==> config.mk <==
export PLATFORM = sky130hd
export DESIGN_NAME = multicycle_pipe_flat
export DESIGN_NICKNAME = d
export VERILOG_FILES = /design/src/rtl/multicycle_pipe_if.sv /design/src/rtl/multicycle_pipe.sv /design/src/flat_wrapper.sv
export SDC_FILE = /design/constraint.sdc
export NUM_CORES = 1
export LEC_CHECK = 0
export ABC_AREA = 1
export BUFFER_PORTS_ARGS = -buffer_cell sky130_fd_sc_hd__buf_2
export CAP_MARGIN = 20
export CORE_MARGIN = 1.5
export CORE_UTILIZATION = 45
export DETAILED_ROUTE_END_ITERATION = 10
export PLACE_DENSITY = 0.66
export SYNTH_ARGS = -nofsm -noshare
export SYNTH_HDL_FRONTEND = slang
export SYNTH_SLANG_ARGS = --single-unit
==> constraint.sdc <==
create_clock -name fast_clk -period 2.08 [get_ports fast_clk]
set_input_delay 0.208 -clock fast_clk [delete_from_list [all_inputs] [get_ports fast_clk]]
set_output_delay 0.208 -clock fast_clk [all_outputs]
set_load 0.02 [all_outputs]
==> src/rtl/multicycle_pipe_if.sv <==
// Producer-side handshake and last-stage output bundle for multicycle_pipe.
interface multicycle_pipe_if #(
  parameter int WIDTH = 4
);
  logic [WIDTH-1:0] in_data;
  logic             in_valid;
  logic             in_ready;
  logic [WIDTH-1:0] out_data;
  logic             out_valid;
  logic             out_strobe;

  modport master (
    output in_data, in_valid,
    input  in_ready, out_data, out_valid, out_strobe
  );

  modport slave (
    input  in_data, in_valid,
    output in_ready, out_data, out_valid, out_strobe
  );
endinterface

==> src/rtl/multicycle_pipe.sv <==
// Single-clock decode pipeline: a programmable divider produces a stage
// enable, a valid/ready hold register feeds STAGES enable-gated transform
// stages. Logic between stages is a multicycle path of div_ratio cycles.
module multicycle_pipe #(
  parameter int WIDTH  = 4,
  parameter int STAGES = 2,
  parameter int DIV_W  = 4
) (
  input  logic             fast_clk,
  input  logic             rst_n,
  input  logic [DIV_W-1:0] div_ratio,
  input  logic             mode,
  output logic             en_pulse,
  multicycle_pipe_if.slave bus
);

  logic [DIV_W-1:0] cnt_q, cnt_d;
  logic [DIV_W-1:0] ratio_q;
  logic [DIV_W-1:0] r_eff;
  logic             mode_q;
  logic             hold_full_q, hold_full_d;
  logic [WIDTH-1:0] hold_data_q, hold_data_d;
  logic [WIDTH-1:0] st_q [STAGES];
  logic [WIDTH-1:0] st_d [STAGES];
  logic [STAGES-1:0] v_q, v_d;
  logic [STAGES:0]  v_src;
  logic             strobe_q, strobe_d;
  logic             accept;

  // Decode transform: mode 1 gates even bits and forces odd bits with x[1].
  function automatic logic [WIDTH-1:0] xform(input logic [WIDTH-1:0] x,
                                             input logic m);
    logic [WIDTH-1:0] y;
    y = x;
    if (m) begin
      y[0] = x[1] & x[0];
      y[1] = x[1];
      for (int unsigned i = 2; i < WIDTH; i++) begin
        y[i] = (i % 2 == 0) ? (x[i] & x[1]) : (x[i] | x[1]);
      end
    end
    return y;
  endfunction

  // Wrap on >= so a counter already past a smaller ratio still wraps.
  assign r_eff    = (ratio_q == '0) ? DIV_W'(1) : ratio_q;
  assign en_pulse = (cnt_q >= r_eff - DIV_W'(1));
  assign accept   = bus.in_valid && !hold_full_q;

  // Valid chain: index 0 is the hold register, index k+1 is stage k.
  assign v_src = {v_q, hold_full_q};

  assign bus.in_ready   = !hold_full_q;
  assign bus.out_data   = st_q[STAGES-1];
  assign bus.out_valid  = v_src[STAGES];
  assign bus.out_strobe = strobe_q;

  // Next-state for divider, hold register and stage chain.
  always_comb begin
    cnt_d       = en_pulse ? '0 : cnt_q + DIV_W'(1);
    hold_full_d = hold_full_q;
    hold_data_d = hold_data_q;
    st_d        = st_q;
    v_d         = v_q;
    strobe_d    = 1'b0;
    if (en_pulse) begin
      st_d[0] = xform(hold_data_q, mode_q);
      for (int unsigned k = 1; k < STAGES; k++) begin
        st_d[k] = xform(st_q[k-1], mode_q);
      end
      v_d         = v_src[STAGES-1:0];
      strobe_d    = v_src[STAGES-1];
      hold_full_d = 1'b0;
    end
    // Accept only possible while empty, so it never collides with a move.
    if (accept) begin
      hold_full_d = 1'b1;
      hold_data_d = bus.in_data;
    end
  end

  // State registers; ratio and mode are sampled only at period boundaries.
  always_ff @(posedge fast_clk or negedge rst_n) begin
    if (!rst_n) begin
      cnt_q       <= '0;
      ratio_q     <= '0;
      mode_q      <= 1'b0;
      hold_full_q <= 1'b0;
      hold_data_q <= '0;
      st_q        <= '{default: '0};
      v_q         <= '0;
      strobe_q    <= 1'b0;
    end else begin
      cnt_q       <= cnt_d;
      hold_full_q <= hold_full_d;
      hold_data_q <= hold_data_d;
      st_q        <= st_d;
      v_q         <= v_d;
      strobe_q    <= strobe_d;
      if (en_pulse) begin
        ratio_q <= div_ratio;
        mode_q  <= mode;
      end
    end
  end

endmodule
==> src/flat_wrapper.sv <==
// flat-port wrapper written by rule: the top's interface ports become plain ports
module multicycle_pipe_flat 
#(
  parameter int WIDTH  = 4,
  parameter int STAGES = 2,
  parameter int DIV_W  = 4
)
  (fast_clk, rst_n, div_ratio, mode, en_pulse, bus_in_data, bus_in_valid, bus_in_ready, bus_out_data, bus_out_valid, bus_out_strobe);
  multicycle_pipe_if #(.WIDTH(WIDTH)) bus_i ();
  input  logic fast_clk;
  input  logic rst_n;
  input  logic [DIV_W-1:0] div_ratio;
  input  logic mode;
  output logic en_pulse;
  input wire logic [$bits(bus_i.in_data)-1:0] bus_in_data;
  input wire logic [$bits(bus_i.in_valid)-1:0] bus_in_valid;
  output wire logic [$bits(bus_i.in_ready)-1:0] bus_in_ready;
  output wire logic [$bits(bus_i.out_data)-1:0] bus_out_data;
  output wire logic [$bits(bus_i.out_valid)-1:0] bus_out_valid;
  output wire logic [$bits(bus_i.out_strobe)-1:0] bus_out_strobe;
  assign bus_i.in_data = bus_in_data;
  assign bus_i.in_valid = bus_in_valid;
  assign bus_in_ready = bus_i.in_ready;
  assign bus_out_data = bus_i.out_data;
  assign bus_out_valid = bus_i.out_valid;
  assign bus_out_strobe = bus_i.out_strobe;
  multicycle_pipe #(.WIDTH(WIDTH), .STAGES(STAGES), .DIV_W(DIV_W)) u_core (.fast_clk(fast_clk), .rst_n(rst_n), .div_ratio(div_ratio), .mode(mode), .en_pulse(en_pulse), .bus(bus_i));
endmodule
==> results.md <==
- CTS tree: done
- Yosys warnings: 0
- Initial Util: 46.6%
- RSZ-0062 raised after global routing: yes
- Die area: 0.00313 mm2
- Share of the synthesized area in the top cell type: 49.6%
- CP max stage cell: dfrtp_1
- Critical-path cell list: nor2_1, nand2_1, nor2_2, nor2_4, ha_4, xnor2_2, ha_4, nand4_4, nand3_4, buf_6
- Max_cap viols: 0
- Crit. End Element: output pin
- Remaining DRCs: 0
- DRT iter0 DRCs: 17
- GRT overflow: 0
- Syn nets: 154
- Chip width: 56.0 um
- Worst setup SP type: flip-flop
- Port bufs: 19
- Clk_skew: 3.93 ps
- CP arrival: 2070 ps
- Post-route clock period utilization: 109%
- Tightest Pin Transition: 546 ps
- Avg Inst Size Synth: 9.28 um2
- Die Ht: 56.0 um
- Detailed Routing Iterations Pass 1: 4
- Area contributors post-synth: dfrtp_1 (50%), nand2_1 (12%), nand4_1 (7.4%)
- # setup viols final: 22
- Seq cells post-synth: 25
- Crit path kind: flip-flop to output pin
- Vias in the first global route: 1010
- Failing checks: negative setup slack
- Status: finished, violations left
- Relative slew slack: 63.6%
- Area of the multi-input gates: 609 um2
- CP top delay family: simple AND/OR/NAND/NOR gates
- WHS: 89.1 ps
- Final instance area: 0.00165 mm2
- Routed vias/inst: 5.10
- Root Driver: clkbuf_4
- Most frequent cells in the layout: nand2_1 (35), dfrtp_1 (25), buf_2 (18)
- Mapped Cells: 136
- Clk buf depth: 2
- Peak Freq: 0.440 GHz
- Routability cong.: 0.771
- NumNets Final: 187
- Layout cells sized above 1: 37.5%
- GRT Util Overall: 17.3%
- Drt wl/cell: 13.3 um
- Post-route ant nets: 0
- Crit Path Max Fanout: 2
- Floorplan Core Area: 0.00271 mm2
- Top cell type by total area after synthesis: dfrtp_1
- Final WL: 2650 um
- First-pass GRT wire length: 4340 um
- Tightest Hold Check Type: input pin to flip-flop
- Pin count of the biggest net entering global routing: 26
- Placed Area: 0.00137 mm2
- Final hold vios: 0
- Commonest non-fill, non-tap cell in the layout: nand2_1
- Sink Count: 25
- Vias: 1014
- Post-DP HPWL: 1650 um
- Post-synthesis cell area: 0.00126 mm2
- Layout area overhead: 30.7%
- Num ports: 20
- Most numerous cell on the critical path: ha_4
- Inserted Diodes: 0
- Register area: 626 um2
- Number of buffers created by CTS: 3
- Library cells used by synthesis: 22
- Required time worst endpoint: 1870 ps
- Worst-path clk slew: 120 ps
- Post-synthesis sequential area ratio: 49.6%
- Row cnt: 19
- Deepest level of the CTS H-tree: 1
- Slew Limit Fails: 0
- Delay of the slowest critical-path stage: 410 ps
- Crit path time final: 2280 ps
- Initial antenna violation count: 0
- WP buf/inv: 1
- Fillers: 233
- Clk_lat worst skew: 310 ps
- Setup slack after layout: -195 ps
routing by layer:
layer / vias up / track usage [%] / share of wire, %
li1: 502 / - / -
met1: 494 / 21.6 / 44
met2: 14 / 29.4 / 52
met3: 4 / 2.79 / 2.7
met4: 0 / 7.48 / 1.6
met5: - / 0 / 0
stage by stage:
step	cells	util (%)	setup TNS, ps	worst slack (ps)
final	199	60.9	-1910	-195
after global routing	199	60.9	-4530	-313
after CTS	195	56.0	-2300	-259
after detailed placement	183	50.7	-329	-41.1
after global placement	183	50.7	0	65.5
after floorplan	136	-	0	137
flip-flops by register name, summed over array words and instances (netlist names):
signal / count
u_core.hold_full_q: 1
u_core.hold_data_q: 4
u_core.v_q: 2
u_core.mode_q: 1
u_core.cnt_q: 4
u_core.ratio_q: 4
u_core.bus.out_data: 4
u_core.st_q: 4
u_core.bus.out_strobe: 1
worst min-delay path, delay by kind of cell:
family / cells / cell delay (ps)
buf+inv: 1 / 80
simple gates: 2 / 80
cells in the mapped netlist (all sizes together):
cell    number
inv         14
nand2       43
ha           6
xor2         1
o21bai       3
a21boi       2
dfrtp       25
nand3        2
nor2         7
nand4       16
buf          9
a21oi        3
o21ai        3
xnor2        2
final timing paths:
kind,cells past startpoint,endpoint,slack (ps),startpoint
max,10,en_pulse,-200,u_core.ratio_q[2]$_DFFE_PN0P_
min,3,u_core.ratio_q[1]$_DFFE_PN0P_,90,div_ratio[1]
max reg2reg,16,u_core.bus.out_data[3]$_DFFE_PN0P_,-110,u_core.ratio_q[2]$_DFFE_PN0P_
min reg2reg,2,u_core.st_q[5]$_DFFE_PN0P_,490,u_core.hold_data_q[1]$_DFFE_PN0P_
max in group asynchronous,2,u_core.bus.out_data[1]$_DFFE_PN0P_,1320,rst_n
min in group asynchronous,2,u_core.cnt_q[2]$_DFF_PN0_,390,rst_n
cells by family after synthesis:
family	share of synthesized area, %
adders and majority gates	5.95
and+or+nand+nor	26.4
DFF	49.6
AOI/OAI and AO/OA	6.54
buffers and inverters	9.51
xor gates and xnor gates	2.08
cell type report:
class,count,area share (%)
Timing Repair Buffer,37,18.0
Tap cell,31,2.35
Inverter,14,3.18
Sequential cell,25,37.9
Clock buffer,4,1.59
Multi-Input combinational cell,88,36.9
what timing repair did:
item	4_1_cts	5_1_grt
pin swaps	9	7
gates resized for setup	6	26
gates cloned	1	0
endpoints found under the hold margin	25	0
hold buffers	1	0
endpoints found under the setup margin	14	22
buffers inserted	6	4
Power is not shown: default switching activity piles up to over one toggle a cycle in this logic, so the estimate is an artifact.
